### config.mk
export PLATFORM = sky130hd
export DESIGN_NAME = mem_wb_buf_flat
export DESIGN_NICKNAME = d
export VERILOG_FILES = /design/src/rtl/mem_wb_buf_pkg.sv /design/src/rtl/mem_wb_buf_if.sv /design/src/rtl/mem_wb_buf_skid_buf.sv /design/src/rtl/mem_wb_buf.sv /design/src/flat_wrapper.sv
export SDC_FILE = /design/constraint.sdc
export NUM_CORES = 1
export LEC_CHECK = 0
export BUFFER_PORTS_ARGS = -buffer_cell sky130_fd_sc_hd__buf_4
export CAP_MARGIN = 20
export CORE_MARGIN = 8
export CORE_UTILIZATION = 34
export DETAILED_ROUTE_END_ITERATION = 8
export GPL_TIMING_DRIVEN = 0
export PLACE_DENSITY_LB_ADDON = 0.2
export SETUP_SLACK_MARGIN = 0.3
export SLEW_MARGIN = 40
export SYNTH_ARGS = -nofsm -noshare
export SYNTH_HDL_FRONTEND = slang
export SYNTH_SLANG_ARGS = --single-unit
### constraint.sdc
create_clock -name clk -period 4.9 [get_ports clk]
set_input_delay 1.47 -clock clk [delete_from_list [all_inputs] [get_ports clk]]
set_output_delay 1.47 -clock clk [all_outputs]
set_load 0.005 [all_outputs]
### src/rtl/mem_wb_buf_pkg.sv
// Shared pipeline definitions for the MEM/WB writeback buffer: register bus
// widths, write-enable polarity, the zero word and buffer occupancy helpers.
package mem_wb_buf_pkg;

  localparam int          RegBus      = 32;
  localparam int          RegAddrBus  = 5;
  localparam logic        WriteEnable = 1'b1;
  localparam logic [31:0] ZeroWord    = 32'h0000_0000;

  // Occupancy of the two-entry buffer (0, 1 or 2 entries).
  typedef logic [1:0] occ_t;

  localparam occ_t OCC_EMPTY = 2'd0;
  localparam occ_t OCC_FULL  = 2'd2;

  // Pointers into a two-deep store simply toggle, which wraps modulo 2.
  function automatic logic ptr_inc(input logic ptr);
    return ~ptr;
  endfunction

endpackage

### src/rtl/mem_wb_buf_if.sv
// MEM -> WB buffer bus: retiring-instruction handshake, register-file write
// port and the two ID-stage bypass lookup ports.
interface mem_wb_buf_if import mem_wb_buf_pkg::*; #(
  parameter int DATA_W = RegBus,
  parameter int ADDR_W = RegAddrBus
) ();

  logic              flush_i;
  logic              mem_valid_i;
  logic              mem_ready_o;
  logic              mem_wreg_i;
  logic [ADDR_W-1:0] mem_waddr_i;
  logic [DATA_W-1:0] mem_wdata_i;
  logic              wb_stall_i;
  logic              wb_we_o;
  logic [ADDR_W-1:0] wb_waddr_o;
  logic [DATA_W-1:0] wb_wdata_o;
  logic [ADDR_W-1:0] fwd_raddr1_i;
  logic [ADDR_W-1:0] fwd_raddr2_i;
  logic              fwd_hit1_o;
  logic              fwd_hit2_o;
  logic [DATA_W-1:0] fwd_data1_o;
  logic [DATA_W-1:0] fwd_data2_o;

  // Buffer side.
  modport slave (
    input  flush_i, mem_valid_i, mem_wreg_i, mem_waddr_i, mem_wdata_i,
    input  wb_stall_i, fwd_raddr1_i, fwd_raddr2_i,
    output mem_ready_o, wb_we_o, wb_waddr_o, wb_wdata_o,
    output fwd_hit1_o, fwd_hit2_o, fwd_data1_o, fwd_data2_o
  );

  // Pipeline / control side.
  modport master (
    output flush_i, mem_valid_i, mem_wreg_i, mem_waddr_i, mem_wdata_i,
    output wb_stall_i, fwd_raddr1_i, fwd_raddr2_i,
    input  mem_ready_o, wb_we_o, wb_waddr_o, wb_wdata_o,
    input  fwd_hit1_o, fwd_hit2_o, fwd_data1_o, fwd_data2_o
  );

endinterface

### src/rtl/mem_wb_buf_skid_buf.sv
// Two-entry FIFO holding pending register writes. Exposes every slot plus the
// read pointer and occupancy so the parent can do head writeback and bypass.
module wb_skid_buf import mem_wb_buf_pkg::*; #(
  parameter int DATA_W = RegBus,
  parameter int ADDR_W = RegAddrBus
) (
  input  logic                   clk,
  input  logic                   rst,
  input  logic                   flush,
  input  logic                   push,
  input  logic                   pop,
  input  logic                   in_wreg,
  input  logic [ADDR_W-1:0]      in_waddr,
  input  logic [DATA_W-1:0]      in_wdata,
  output occ_t                   occ,
  output logic                   rd_ptr,
  output logic [1:0]             ent_wreg,
  output logic [1:0][ADDR_W-1:0] ent_waddr,
  output logic [1:0][DATA_W-1:0] ent_wdata
);

  logic                   wr_ptr_r;
  logic                   rd_ptr_r;
  occ_t                   occ_r;
  logic [1:0]             wreg_r;
  logic [1:0][ADDR_W-1:0] waddr_r;
  logic [1:0][DATA_W-1:0] wdata_r;

  // Pointer and occupancy state; flush empties the buffer in one edge.
  always_ff @(posedge clk or negedge rst) begin
    if (!rst) begin
      wr_ptr_r <= 1'b0;
      rd_ptr_r <= 1'b0;
      occ_r    <= OCC_EMPTY;
    end else if (flush) begin
      wr_ptr_r <= 1'b0;
      rd_ptr_r <= 1'b0;
      occ_r    <= OCC_EMPTY;
    end else begin
      wr_ptr_r <= push ? ptr_inc(wr_ptr_r) : wr_ptr_r;
      rd_ptr_r <= pop  ? ptr_inc(rd_ptr_r) : rd_ptr_r;
      case ({push, pop})
        2'b10:   occ_r <= occ_r + 2'd1;
        2'b01:   occ_r <= occ_r - 2'd1;
        default: occ_r <= occ_r;
      endcase
    end
  end

  // Entry payload; left unreset because occupancy gates every use of it.
  always_ff @(posedge clk) begin
    if (push) begin
      wreg_r[wr_ptr_r]  <= in_wreg;
      waddr_r[wr_ptr_r] <= in_waddr;
      wdata_r[wr_ptr_r] <= in_wdata;
    end
  end

  assign occ       = occ_r;
  assign rd_ptr    = rd_ptr_r;
  assign ent_wreg  = wreg_r;
  assign ent_waddr = waddr_r;
  assign ent_wdata = wdata_r;

endmodule

### src/rtl/mem_wb_buf.sv
// MEM/WB writeback buffer: decouples MEM-stage retirement from a register
// file write port that can stall, and bypasses pending writes to ID.
module mem_wb_buf import mem_wb_buf_pkg::*; #(
  parameter int DATA_W = RegBus,
  parameter int ADDR_W = RegAddrBus
) (
  input logic          clk,
  input logic          rst,
  mem_wb_buf_if.slave  bus
);

  occ_t                   occ_s;
  logic                   rd_ptr_s;
  logic [1:0]             ent_wreg_s;
  logic [1:0][ADDR_W-1:0] ent_waddr_s;
  logic [1:0][DATA_W-1:0] ent_wdata_s;
  logic                   ready_s;
  logic                   push_s;
  logic                   pop_s;
  logic                   we_s;
  logic [ADDR_W-1:0]      waddr_s;
  logic [DATA_W-1:0]      wdata_s;
  logic                   hit1_s;
  logic                   hit2_s;
  logic [DATA_W-1:0]      data1_s;
  logic [DATA_W-1:0]      data2_s;

  // A slot forwards only if it really writes a non-zero register.
  function automatic logic ent_match(input logic wreg, input logic [ADDR_W-1:0] waddr,
                                     input logic [ADDR_W-1:0] raddr);
    return (wreg == WriteEnable) && (waddr != {ADDR_W{1'b0}}) && (waddr == raddr);
  endfunction

  // Older slot is checked first so the youngest matching write wins.
  function automatic logic [DATA_W:0] fwd_lookup(
    input logic [ADDR_W-1:0]      raddr,
    input occ_t                   occ,
    input logic                   rd_ptr,
    input logic [1:0]             wreg,
    input logic [1:0][ADDR_W-1:0] waddr,
    input logic [1:0][DATA_W-1:0] wdata
  );
    logic [DATA_W:0] res;
    logic            young;
    res   = {(DATA_W+1){1'b0}};
    young = rd_ptr ^ (occ == OCC_FULL);
    if ((occ == OCC_FULL) && ent_match(wreg[rd_ptr], waddr[rd_ptr], raddr)) begin
      res = {1'b1, wdata[rd_ptr]};
    end else begin
      res = res;
    end
    if ((occ != OCC_EMPTY) && ent_match(wreg[young], waddr[young], raddr)) begin
      res = {1'b1, wdata[young]};
    end else begin
      res = res;
    end
    return res;
  endfunction

  wb_skid_buf #(.DATA_W(DATA_W), .ADDR_W(ADDR_W)) u_skid (
    .clk       (clk),
    .rst       (rst),
    .flush     (bus.flush_i),
    .push      (push_s),
    .pop       (pop_s),
    .in_wreg   (bus.mem_wreg_i),
    .in_waddr  (bus.mem_waddr_i),
    .in_wdata  (bus.mem_wdata_i),
    .occ       (occ_s),
    .rd_ptr    (rd_ptr_s),
    .ent_wreg  (ent_wreg_s),
    .ent_waddr (ent_waddr_s),
    .ent_wdata (ent_wdata_s)
  );

  // Handshake: ready depends only on occupancy and reset, never on the stall.
  always_comb begin
    ready_s = rst && (occ_s != OCC_FULL);
    push_s  = bus.mem_valid_i && ready_s && !bus.flush_i;
    pop_s   = (occ_s != OCC_EMPTY) && !bus.wb_stall_i && !bus.flush_i;
  end

  // Register-file write port driven from the head entry.
  always_comb begin
    we_s    = 1'b0;
    waddr_s = {ADDR_W{1'b0}};
    wdata_s = {DATA_W{1'b0}};
    if (occ_s != OCC_EMPTY) begin
      waddr_s = ent_waddr_s[rd_ptr_s];
      wdata_s = ent_wdata_s[rd_ptr_s];
      we_s    = pop_s && (ent_wreg_s[rd_ptr_s] == WriteEnable)
                && (ent_waddr_s[rd_ptr_s] != {ADDR_W{1'b0}});
    end else begin
      we_s = 1'b0;
    end
  end

  // Bypass lookup for ID read port 1.
  always_comb begin
    {hit1_s, data1_s} = fwd_lookup(bus.fwd_raddr1_i, occ_s, rd_ptr_s,
                                   ent_wreg_s, ent_waddr_s, ent_wdata_s);
  end

  // Bypass lookup for ID read port 2.
  always_comb begin
    {hit2_s, data2_s} = fwd_lookup(bus.fwd_raddr2_i, occ_s, rd_ptr_s,
                                   ent_wreg_s, ent_waddr_s, ent_wdata_s);
  end

  assign bus.mem_ready_o = ready_s;
  assign bus.wb_we_o     = we_s;
  assign bus.wb_waddr_o  = waddr_s;
  assign bus.wb_wdata_o  = wdata_s;
  assign bus.fwd_hit1_o  = hit1_s;
  assign bus.fwd_hit2_o  = hit2_s;
  assign bus.fwd_data1_o = data1_s;
  assign bus.fwd_data2_o = data2_s;

endmodule

### src/flat_wrapper.sv
// flat-port wrapper written by rule: the top's interface ports become plain ports
module mem_wb_buf_flat import mem_wb_buf_pkg::*;
#(
  parameter int DATA_W = RegBus,
  parameter int ADDR_W = RegAddrBus
)
  (clk, rst, bus_flush_i, bus_mem_valid_i, bus_mem_wreg_i, bus_mem_waddr_i, bus_mem_wdata_i, bus_wb_stall_i, bus_fwd_raddr1_i, bus_fwd_raddr2_i, bus_mem_ready_o, bus_wb_we_o, bus_wb_waddr_o, bus_wb_wdata_o, bus_fwd_hit1_o, bus_fwd_hit2_o, bus_fwd_data1_o, bus_fwd_data2_o);
  mem_wb_buf_if #(.DATA_W(DATA_W), .ADDR_W(ADDR_W)) bus_i ();
  input logic clk;
  input logic rst;
  input wire logic [$bits(bus_i.flush_i)-1:0] bus_flush_i;
  input wire logic [$bits(bus_i.mem_valid_i)-1:0] bus_mem_valid_i;
  input wire logic [$bits(bus_i.mem_wreg_i)-1:0] bus_mem_wreg_i;
  input wire logic [$bits(bus_i.mem_waddr_i)-1:0] bus_mem_waddr_i;
  input wire logic [$bits(bus_i.mem_wdata_i)-1:0] bus_mem_wdata_i;
  input wire logic [$bits(bus_i.wb_stall_i)-1:0] bus_wb_stall_i;
  input wire logic [$bits(bus_i.fwd_raddr1_i)-1:0] bus_fwd_raddr1_i;
  input wire logic [$bits(bus_i.fwd_raddr2_i)-1:0] bus_fwd_raddr2_i;
  output wire logic [$bits(bus_i.mem_ready_o)-1:0] bus_mem_ready_o;
  output wire logic [$bits(bus_i.wb_we_o)-1:0] bus_wb_we_o;
  output wire logic [$bits(bus_i.wb_waddr_o)-1:0] bus_wb_waddr_o;
  output wire logic [$bits(bus_i.wb_wdata_o)-1:0] bus_wb_wdata_o;
  output wire logic [$bits(bus_i.fwd_hit1_o)-1:0] bus_fwd_hit1_o;
  output wire logic [$bits(bus_i.fwd_hit2_o)-1:0] bus_fwd_hit2_o;
  output wire logic [$bits(bus_i.fwd_data1_o)-1:0] bus_fwd_data1_o;
  output wire logic [$bits(bus_i.fwd_data2_o)-1:0] bus_fwd_data2_o;
  assign bus_i.flush_i = bus_flush_i;
  assign bus_i.mem_valid_i = bus_mem_valid_i;
  assign bus_i.mem_wreg_i = bus_mem_wreg_i;
  assign bus_i.mem_waddr_i = bus_mem_waddr_i;
  assign bus_i.mem_wdata_i = bus_mem_wdata_i;
  assign bus_i.wb_stall_i = bus_wb_stall_i;
  assign bus_i.fwd_raddr1_i = bus_fwd_raddr1_i;
  assign bus_i.fwd_raddr2_i = bus_fwd_raddr2_i;
  assign bus_mem_ready_o = bus_i.mem_ready_o;
  assign bus_wb_we_o = bus_i.wb_we_o;
  assign bus_wb_waddr_o = bus_i.wb_waddr_o;
  assign bus_wb_wdata_o = bus_i.wb_wdata_o;
  assign bus_fwd_hit1_o = bus_i.fwd_hit1_o;
  assign bus_fwd_hit2_o = bus_i.fwd_hit2_o;
  assign bus_fwd_data1_o = bus_i.fwd_data1_o;
  assign bus_fwd_data2_o = bus_i.fwd_data2_o;
  mem_wb_buf #(.DATA_W(DATA_W), .ADDR_W(ADDR_W)) u_core (.clk(clk), .rst(rst), .bus(bus_i));
endmodule
# Word level (Yosys, flattened, before mapping)
# Index checks and enable logic that the tools add are counted.
[word_totals]
elab_cells = 85
regBits = 80
out_inout_bits = 105
input_bits = 53
[classes]
bitwise_logic = 3
n_lt_le_gt_ge = 4
reduce_logical = 26
addsub = 2
eq_ne = 8
n_mux = 34
[ops]
columns = ["operator", "count"]
rows = [
  ["2-to-1 mux 32 bit", 6],
  ["2-to-1 mux 33 bit", 4],
  ["bitwise mux 64 bit", 1],
  ["demux 32 bit (select 1 bit)", 1],
  ["2-to-1 mux 5 bit", 6],
  ["equality test 5 bit", 4],
  ["logical AND 1 bit", 18],
  ["bitwise mux 10 bit", 1],
  ["2-to-1 mux 1 bit", 10],
  ["nonzero test 5 bit", 2],
  ["< comparator 1 x 2 -> 1 bit, second input constant", 3],
  ["nonzero test 2 bit", 3],
  ["demux 5 bit (select 1 bit)", 1],
  ["equality test 2 bit, second input constant", 2],
  ["one-hot mux 2 bit (2 select lines)", 1],
  ["nonzero test 3 bit", 1],
  ["adder 2 x 1 -> 2 bit, second input constant", 1],
  ["bitwise mux 2 bit", 1],
  ["equality test 2 x 1 -> 1 bit, second input constant", 1],
  ["logical NOT 1 bit", 2],
  ["2-to-1 mux 2 bit", 1],
  ["!= test 2 bit, second input constant", 1],
  ["inverter 1 bit", 2],
  ["subtractor 2 x 1 -> 2 bit, second input constant", 1],
  ["3 further kinds", 3],
]

# Depth between registers and ports, before layout
# Gate-level depths: netlist of the first run.
[logic_depth]
ltp_word = 9
mapped_depth = 11
depth_no_buf = 7

# Cells and area by module
# From an unflattened synthesis of the first run, not the netlist that was laid out.
[unflattened]
cells_unflattened = 375
hier_area_um2 = 4453.0
[modules_own_cells]
columns = ["module", "cells_each", "seq_area_each_um2", "instances", "area_per_inst_um2"]
rows = [
  ["wb_skid_buf", 95, 2382.3, 1, 2482.4],
  ["mem_wb_buf", 280, 0.0, 1, 1970.6],
]

# Worst setup path before layout of the first run
# Ideal clock, no wire load.
[synth_path]
path_kind = "input-to-reg"
from = "input bus_mem_valid_i"
to = "register u_core.u_skid.waddr_r, in the netlist u_core.u_skid.ent_waddr[5], enable pin"
stages = 2
required_time_ns = 4.358
n_path_buf = 0
setup_time_ns = 0.542
arrival_ns = 5.588
path_slack_ns = -1.229
cell_sequence = "nand2_1 nor4b_1"
[synth_between]
elab_chain_cells = 2
[synth_lines]
columns = ["element", "line_no", "source"]
rows = [
  ["start: declaration", "flat_wrapper.sv:12", "input wire logic [$bits(bus_i.mem_valid_i)-1:0] bus_mem_valid_i;"],
  ["logical AND 1 bit (2 in series)", "mem_wb_buf.sv:79", "push_s = bus.mem_valid_i && ready_s && !bus.flush_i;"],
  ["end signal: indexed assignment", "mem_wb_buf_skid_buf.sv:54", "waddr_r[wr_ptr_r] <= in_waddr;"],
  ["end: declaration", "mem_wb_buf_skid_buf.sv:26", "logic [1:0][ADDR_W-1:0] waddr_r;"],
]
# Every way passes these cells.
# A chain may end at the register's enable or synchronous reset.

# Final worst setup path of the first run
[layout_path]
from = "input bus_fwd_raddr1_i[4]"
to = "output bus_fwd_data1_o[22]"
[layout_between]
elab_chain_cells = 5
word_cells_on_any_way = 8
classes_between = "eq/ne: 2; mux: 2; reduce/logical: 4"
[layout_lines]
columns = ["element", "line_no", "source"]
rows = [
  ["start: declaration", "flat_wrapper.sv:17", "input wire logic [$bits(bus_i.fwd_raddr1_i)-1:0] bus_fwd_raddr1_i;"],
  ["equality test 5 bit", "mem_wb_buf.sv:31", "return (wreg == WriteEnable) && (waddr != {ADDR_W{1'b0}}) && (waddr == raddr);"],
  ["logical AND 1 bit", "mem_wb_buf.sv:31", ""],
  ["logical AND 1 bit", "mem_wb_buf.sv:47", "if ((occ == OCC_FULL) && ent_match(wreg[rd_ptr], waddr[rd_ptr], raddr)) begin"],
  ["2-to-1 mux 33 bit", "mem_wb_buf.sv:47", ""],
  ["2-to-1 mux 33 bit (*)", "mem_wb_buf.sv:52", "if ((occ != OCC_EMPTY) && ent_match(wreg[young], waddr[young], raddr)) begin"],
  ["end: declaration", "flat_wrapper.sv:25", "output wire logic [$bits(bus_i.fwd_data1_o)-1:0] bus_fwd_data1_o;"],
]
# Mark *: on every way between the ends. The rest lies on a longest branch, timed or not.

==> results.py, run 1 <==
metrics = {
    "clocking": {
        "worst_skew_pair.late_latency_ns": 0.33,
        "cts_made_buffers": 9,
        "cts.htree.levels": 3,
        "cts-root-buf": "clkbuf_16",
        "cts_sinks": 80,
        "hold_buffers": 0,
        "clk_path_buf_depth": 2,
        "clkSlewWorstSetupHoldPaths_ns": 0.06,
        "cts_tree": "yes",
    },
    "detailed_routing": {
        "wire_per_inst_um": 21.2,
        "vias": 4151,
        "routed_wl_um": 16600,
        "dr.pass1.iters": 5,
        "vias_per_cell": 5.31,
        "drc_errors": 0,
        "ant_nets": 0,
        "drt_first_iter_violations": 220,
    },
    "setup_path": {
        "startpoint_type": "input port",
        "path_max_fanout": 7,
        "required_ns": 3.43,
        "cp_data_arrival_time_ns": 3.53,
        "cp_slowest_cell": "or4_4",
        "cp_common_cell": "buf_4",
        "worst-setup-path-type": "input port to output pin",
        "crit_chain": "buf_8, and3_4, or4_4, o41ai_4, buf_4, o2bb2ai_4, buf_6, a22o_1, buf_4",
        "critPathCaptureType": "output pin",
        "cpPeakStageDelay_ns": 0.55,
    },
    "logic_synthesis": {
        "netlist.top_cell.by_area": "edfxtp_1",
        "syn_inst": 390,
        "yosysUniqueCellTypes": 45,
        "synthTopCellsByArea": "edfxtp_1 50%, a22o_1 11%, mux2i_1 7.9%, nor2_1 3.7%, dfrtp_1 2.2%",
        "yosysMostFrequentCell": "edfxtp_1",
        "synth_fp_nets": 443,
        "synth_edf_count": 76,
        "synthFlopType": "edfxtp_1",
        "synth_top_area_share_pct": 50.2,
        "netlist_area_mm2": 0.00455,
        "ys_seq_area_share_pct": 52.4,
        "synthTopCellsByCount": "76 x edfxtp_1, 59 x a22o_1, 45 x nor2_1, 36 x mux2i_1, 20 x nand2_1",
        "yosys_warnings": 0,
        "synth-seq-cells": 80,
        "avgSynthCellArea_um2": 11.7,
        "async_flop_share_pct": 5.00,
    },
    "global_routing": {
        "grt_max_degree": 14,
        "grt_pass1_wl_um": 25300,
        "track_usage_pct": 18.4,
        "grt_pass1_vias": 4548,
        "antenna_found_initial": 0,
        "overflow": 0,
    },
    "sta": {
        "worstMarginPinSlew_ns": 0.760,
        "min_period_over_period_pct": 102,
        "tns_ns": -1.94,
        "grt_setup_unrepaired": "true",
        "period_minus_slack_ns": 5.00,
        "setup_viol": 31,
        "fin_ws_ns": -0.104,
        "maxSlewHeadroom_pct": 49.0,
        "hold_violations": 0,
        "holdWs_ns": 0.627,
        "skew_ns": 0.00943,
        "drv_slew": 0,
        "fmax_mhz": 200,
    },
    "power": {
        "peakVddDrop_mv": 0.180,
        "power.leakage_nw": 2.81,
        "powerDensity_mw_per_mm2": 233,
    },
    "placed_design": {
        "placed_area_mm2": 0.00606,
        "port_buffers": 157,
        "post-place-cells": 733,
        "place_congestion": 0.821,
        "dp_hpwl_um": 11700,
    },
    "cells_and_area": {
        "fillers": 1177,
        "fin_util_pct": 54.4,
        "instances_no_fill": 781,
        "area_growth_pct": 57.1,
        "fin_area_mm2": 0.00714,
        "antennaDiodeCount": 0,
        "drive_gt1_share_pct": 45.1,
        "fin_nets": 653,
    },
    "status": {
        "outcome": "complete, but fails checks",
        "violations": "negative setup slack",
    },
    "run": {
        "drv_cap": 0,
    },
    "floorplanning": {
        "core_mm2": 0.0131,
        "die_area_mm2": 0.0173,
        "start_util_pct": 34.6,
        "ios": 158,
        "rows": 42,
        "die_w_um": 132,
        "die_h_um": 132,
    },
    "hold_path": {
        "hp-class": "flop to flop",
    },
}
-- critical path: cells and delay by family --
| kind | cells | cell delay, ns |
|---|---|---|
| simple gates | 2 | 0.69 |
| buf+inv | 4 | 0.61 |
| compound gates | 3 | 0.77 |
-- logic make-up (layout without fill, tap and decap cells) --
family	count (synthesis)	in the layout	synth area share, %
AO/OA/AOI/OAI	100	100	17.4
XOR/XNOR	15	15	3.06
buffers and inverters	27	242	3.25
AND/OR/NAND/NOR	128	128	14.9
multiplexers	40	40	9.00
flip-flops	80	80	52.4
-- layer usage --
layer	GRT usage (%)	vias to the layer above	wire length (um)
li1	-	1949	-
met1	20.8	2042	6710
met2	31.5	135	8230
met3	6.21	25	1310
met4	6.57	0	321
met5	0	-	0
-- placed cells by master, fill, tap and decap left out, types with 11 or more instances in the layout --
master	count
a21oi_1	14
a22o_1	59
buf_4	155
buf_6	48
clkbuf_16	11
edfxtp_1	76
mux2i_1	32
nand2_1	20
nor2_1	45
-- cell type report --
class	count	area, um^2	share of cell area [%]
inverter	1	3.75	0.0525
clock buffer	11	233	3.26
sequential	80	2380	33.4
buffer	26	246	3.45
multi-input combinational	283	2290	32.0
clock inverter	5	57.6	0.806
timing repair buffer	199	1710	24.0
tap	176	220	3.08
-- worst paths after layout --
kind | from | end | slack (ns) | cells after the start
min in group asynchronous | rst | u_core.u_skid.wr_ptr_r | 0.93 | 1
max | bus_fwd_raddr1_i[4] | bus_fwd_data1_o[22] | -0.10 | 9
max in group asynchronous | rst | u_core.u_skid.rd_ptr | 3.85 | 1
min | u_core.u_skid.wr_ptr_r | u_core.u_skid.wr_ptr_r | 0.63 | 2
max reg2reg | u_core.u_skid.occ[1] | u_core.u_skid.ent_wdata[40] | 2.54 | 8
min reg2reg | u_core.u_skid.wr_ptr_r | u_core.u_skid.wr_ptr_r | 0.63 | 2
-- power breakdown --
| part | internal [mW] | total (mW) | switching [mW] | leakage [nW] |
|---|---|---|---|---|
| sequential | 0.766 | 0.778 | 0.0123 | 0.743 |
| clock | 0.393 | 0.647 | 0.254 | 0.132 |
| combinational | 0.115 | 0.237 | 0.122 | 1.93 |
| total | 1.27 | 1.66 | 0.389 | 2.81 |
-- flip-flops by register name, indices dropped and copies added, names as in the netlist --
signal                   cells
u_core.u_skid.ent_wdata     64
u_core.u_skid.ent_waddr     10
u_core.u_skid.ent_wreg       2
u_core.u_skid.occ            2
u_core.u_skid.rd_ptr         1
u_core.u_skid.wr_ptr_r       1
-- metrics by stage --
stage / power, mW / setup WS [ns]
after floorplan: 0.893 / 0.246
after global placement: 0.992 / -0.969
after detailed placement: 1.00 / -0.400
after CTS: 1.67 / -0.0676
after global routing: 1.72 / -0.142
final: 1.66 / -0.104
-- repair_timing --
item                       CTS  global route
pin swaps                   56            25
setup endpoints to repair   80            65
gates resized for setup     75            47
setup buffers               17             7
cloned                       6             2
hold endpoints to repair     0             0
(Power assumes the default switching activity.)
==> inputs of run 2 (changes only) <==
--- a/config.mk
+++ b/config.mk
@@ -12,6 +12,7 @@
 export DETAILED_ROUTE_END_ITERATION = 8
 export GPL_TIMING_DRIVEN = 0
 export PLACE_DENSITY_LB_ADDON = 0.2
+export RECOVER_POWER = 50
 export SETUP_SLACK_MARGIN = 0.3
 export SLEW_MARGIN = 40
 export SYNTH_ARGS = -nofsm -noshare
==> results.py, run 2 (synthesized netlist as in run 1, its figures left out) <==
metrics = {
    "detailed_routing": {
        "ant_nets": 0,
        "vias_per_cell": 5.36,
        "wire_per_inst_um": 21.1,
        "drt_first_iter_violations": 245,
        "vias": 4185,
        "routed_wl_um": 16500,
        "drc_errors": 0,
        "dr.pass1.iters": 5,
    },
    "cells_and_area": {
        "layout_common_cells": "114 x buf_4, 76 x edfxtp_1, 59 x a22o_1, 48 x buf_6, 45 x nor2_1",
        "fillers": 1190,
        "area_growth_pct": 55.5,
        "fin_nets": 653,
        "instances_no_fill": 781,
        "antennaDiodeCount": 0,
        "largest_register_ffs": 64,
        "fin_util_pct": 53.8,
        "drive_gt1_share_pct": 42.8,
        "mostFrequentLayoutCell": "buf_4",
    },
    "power": {
        "power.leakage_nw": 2.75,
        "peakVddDrop_mv": 0.179,
        "powerDensity_mw_per_mm2": 234,
    },
    "sta": {
        "min_period_over_period_pct": 102,
        "hold_violations": 0,
        "fmax_mhz": 200,
        "maxSlewHeadroom_pct": 48.4,
        "period_minus_slack_ns": 5.00,
        "skew_ns": 0.0115,
        "worstMarginPinSlew_ns": 0.769,
        "holdWs_ns": 0.594,
        "drv_slew": 0,
        "fin_ws_ns": -0.103,
        "setup_viol": 31,
        "grt_setup_unrepaired": "true",
    },
    "clocking": {
        "clk_path_buf_depth": 2,
        "cts_sinks": 80,
        "clkSlewWorstSetupHoldPaths_ns": 0.06,
        "cts-root-buf": "clkbuf_16",
        "cts_tree": "yes",
        "worst_skew_pair.late_latency_ns": 0.34,
        "cts.htree.levels": 3,
        "cts_made_buffers": 9,
    },
    "placed_design": {
        "post-place-cells": 733,
        "dp_hpwl_um": 11700,
        "port_buffers": 157,
        "place_congestion": 0.821,
    },
    "setup_path": {
        "startpoint_type": "input port",
        "worst-setup-path-type": "input port to output pin",
        "cp_top_family": "compound AO/OA/AOI/OAI gates",
        "path_max_fanout": 7,
        "cp_data_arrival_time_ns": 3.53,
        "critPathCaptureType": "output pin",
        "crit_chain": "buf_8, and3_4, or4_4, o41ai_4, buf_4, o2bb2ai_4, buf_6, a22o_1, buf_4",
        "crit_buf_inv": 4,
        "cp_slowest_cell": "or4_4",
        "cp_common_cell": "buf_4",
        "cpPeakStageDelay_ns": 0.55,
        "required_ns": 3.43,
    },
    "run": {
        "drv_cap": 0,
    },
    "global_routing": {
        "overflow": 0,
        "grt_pass1_vias": 4548,
        "track_usage_pct": 18.4,
        "grt_max_degree": 14,
        "grt_pass1_wl_um": 25300,
        "antenna_found_initial": 0,
    },
    "status": {
        "violations": "negative setup slack",
        "outcome": "complete, but fails checks",
    },
    "floorplanning": {
        "ios": 158,
        "start_util_pct": 34.6,
        "rows": 42,
        "die_area_mm2": 0.0173,
        "die_h_um": 132,
        "die_w_um": 132,
        "core_mm2": 0.0131,
    },
    "hold_path": {
        "hp-class": "flop to flop",
    },
}
run 2: power by group:
group	total, mW	internal [mW]	switching [mW]
sequential	0.778	0.766	0.0120
clock	0.648	0.393	0.254
combinational	0.230	0.109	0.121
run 2: cell type report:
type / count / area (um^2) / area share [%]
inverters: 1 / 3.75 / 0.0531
clock inverters: 5 / 57.6 / 0.814
repair buffers: 199 / 1670 / 23.6
plain buffers: 26 / 246 / 3.49
clock buffers: 11 / 233 / 3.29
flip-flops and latches: 80 / 2380 / 33.7
well taps: 176 / 220 / 3.12
multi-input cells: 283 / 2260 / 31.9
run 2: worst paths after layout:
kind / from / to / slack (ns) / cells past startpoint
min in group asynchronous: rst / u_core.u_skid.wr_ptr_r / 1.00 / 1
worst min register to register: u_core.u_skid.wr_ptr_r / u_core.u_skid.wr_ptr_r / 0.59 / 2
max in group asynchronous: rst / u_core.u_skid.rd_ptr / 3.63 / 1
worst max register to register: u_core.u_skid.occ[1] / u_core.u_skid.ent_wdata[8] / 1.93 / 8
worst max-delay path: bus_fwd_raddr1_i[4] / bus_fwd_data1_o[22] / -0.10 / 9
worst min-delay path: u_core.u_skid.wr_ptr_r / u_core.u_skid.wr_ptr_r / 0.59 / 2
run 2: repair_timing:
item,4_1_cts,5_1_grt
endpoints found under the setup margin,80,65
pin swaps,56,25
cloned,6,2
gates resized for setup,75,47
setup buffers,17,7
hold buffers,0,0
run 2: worst register-to-register path: cells and delay by family (launching register included):
kind / cells / cell delay (ns)
AND/OR/NAND/NOR: 2 / 0.84
flip-flops: 1 / 0.37
buffers and inverters: 6 / 1.48
run 2: stage by stage:
stage	setup WS, ns	cell area [um^2]	TNS, ns	power (mW)
2_1_floorplan	0.246	4560	0	0.893
3_3_place_gp	-0.969	5960	-88.45	0.992
3_5_place_dp	-0.400	6060	-18.74	1.00
4_1_cts	-0.0676	6890	-1.07	1.67
5_1_grt	-0.142	7070	-3.28	1.71
6_report	-0.103	7070	-1.92	1.66
run 2: routing by layer:
metal  share of wire, %  track usage (%)
met1                 40             20.8
met2                 50             31.5
met3                8.2             6.21
met4                2.1             6.57
met5                  0                0
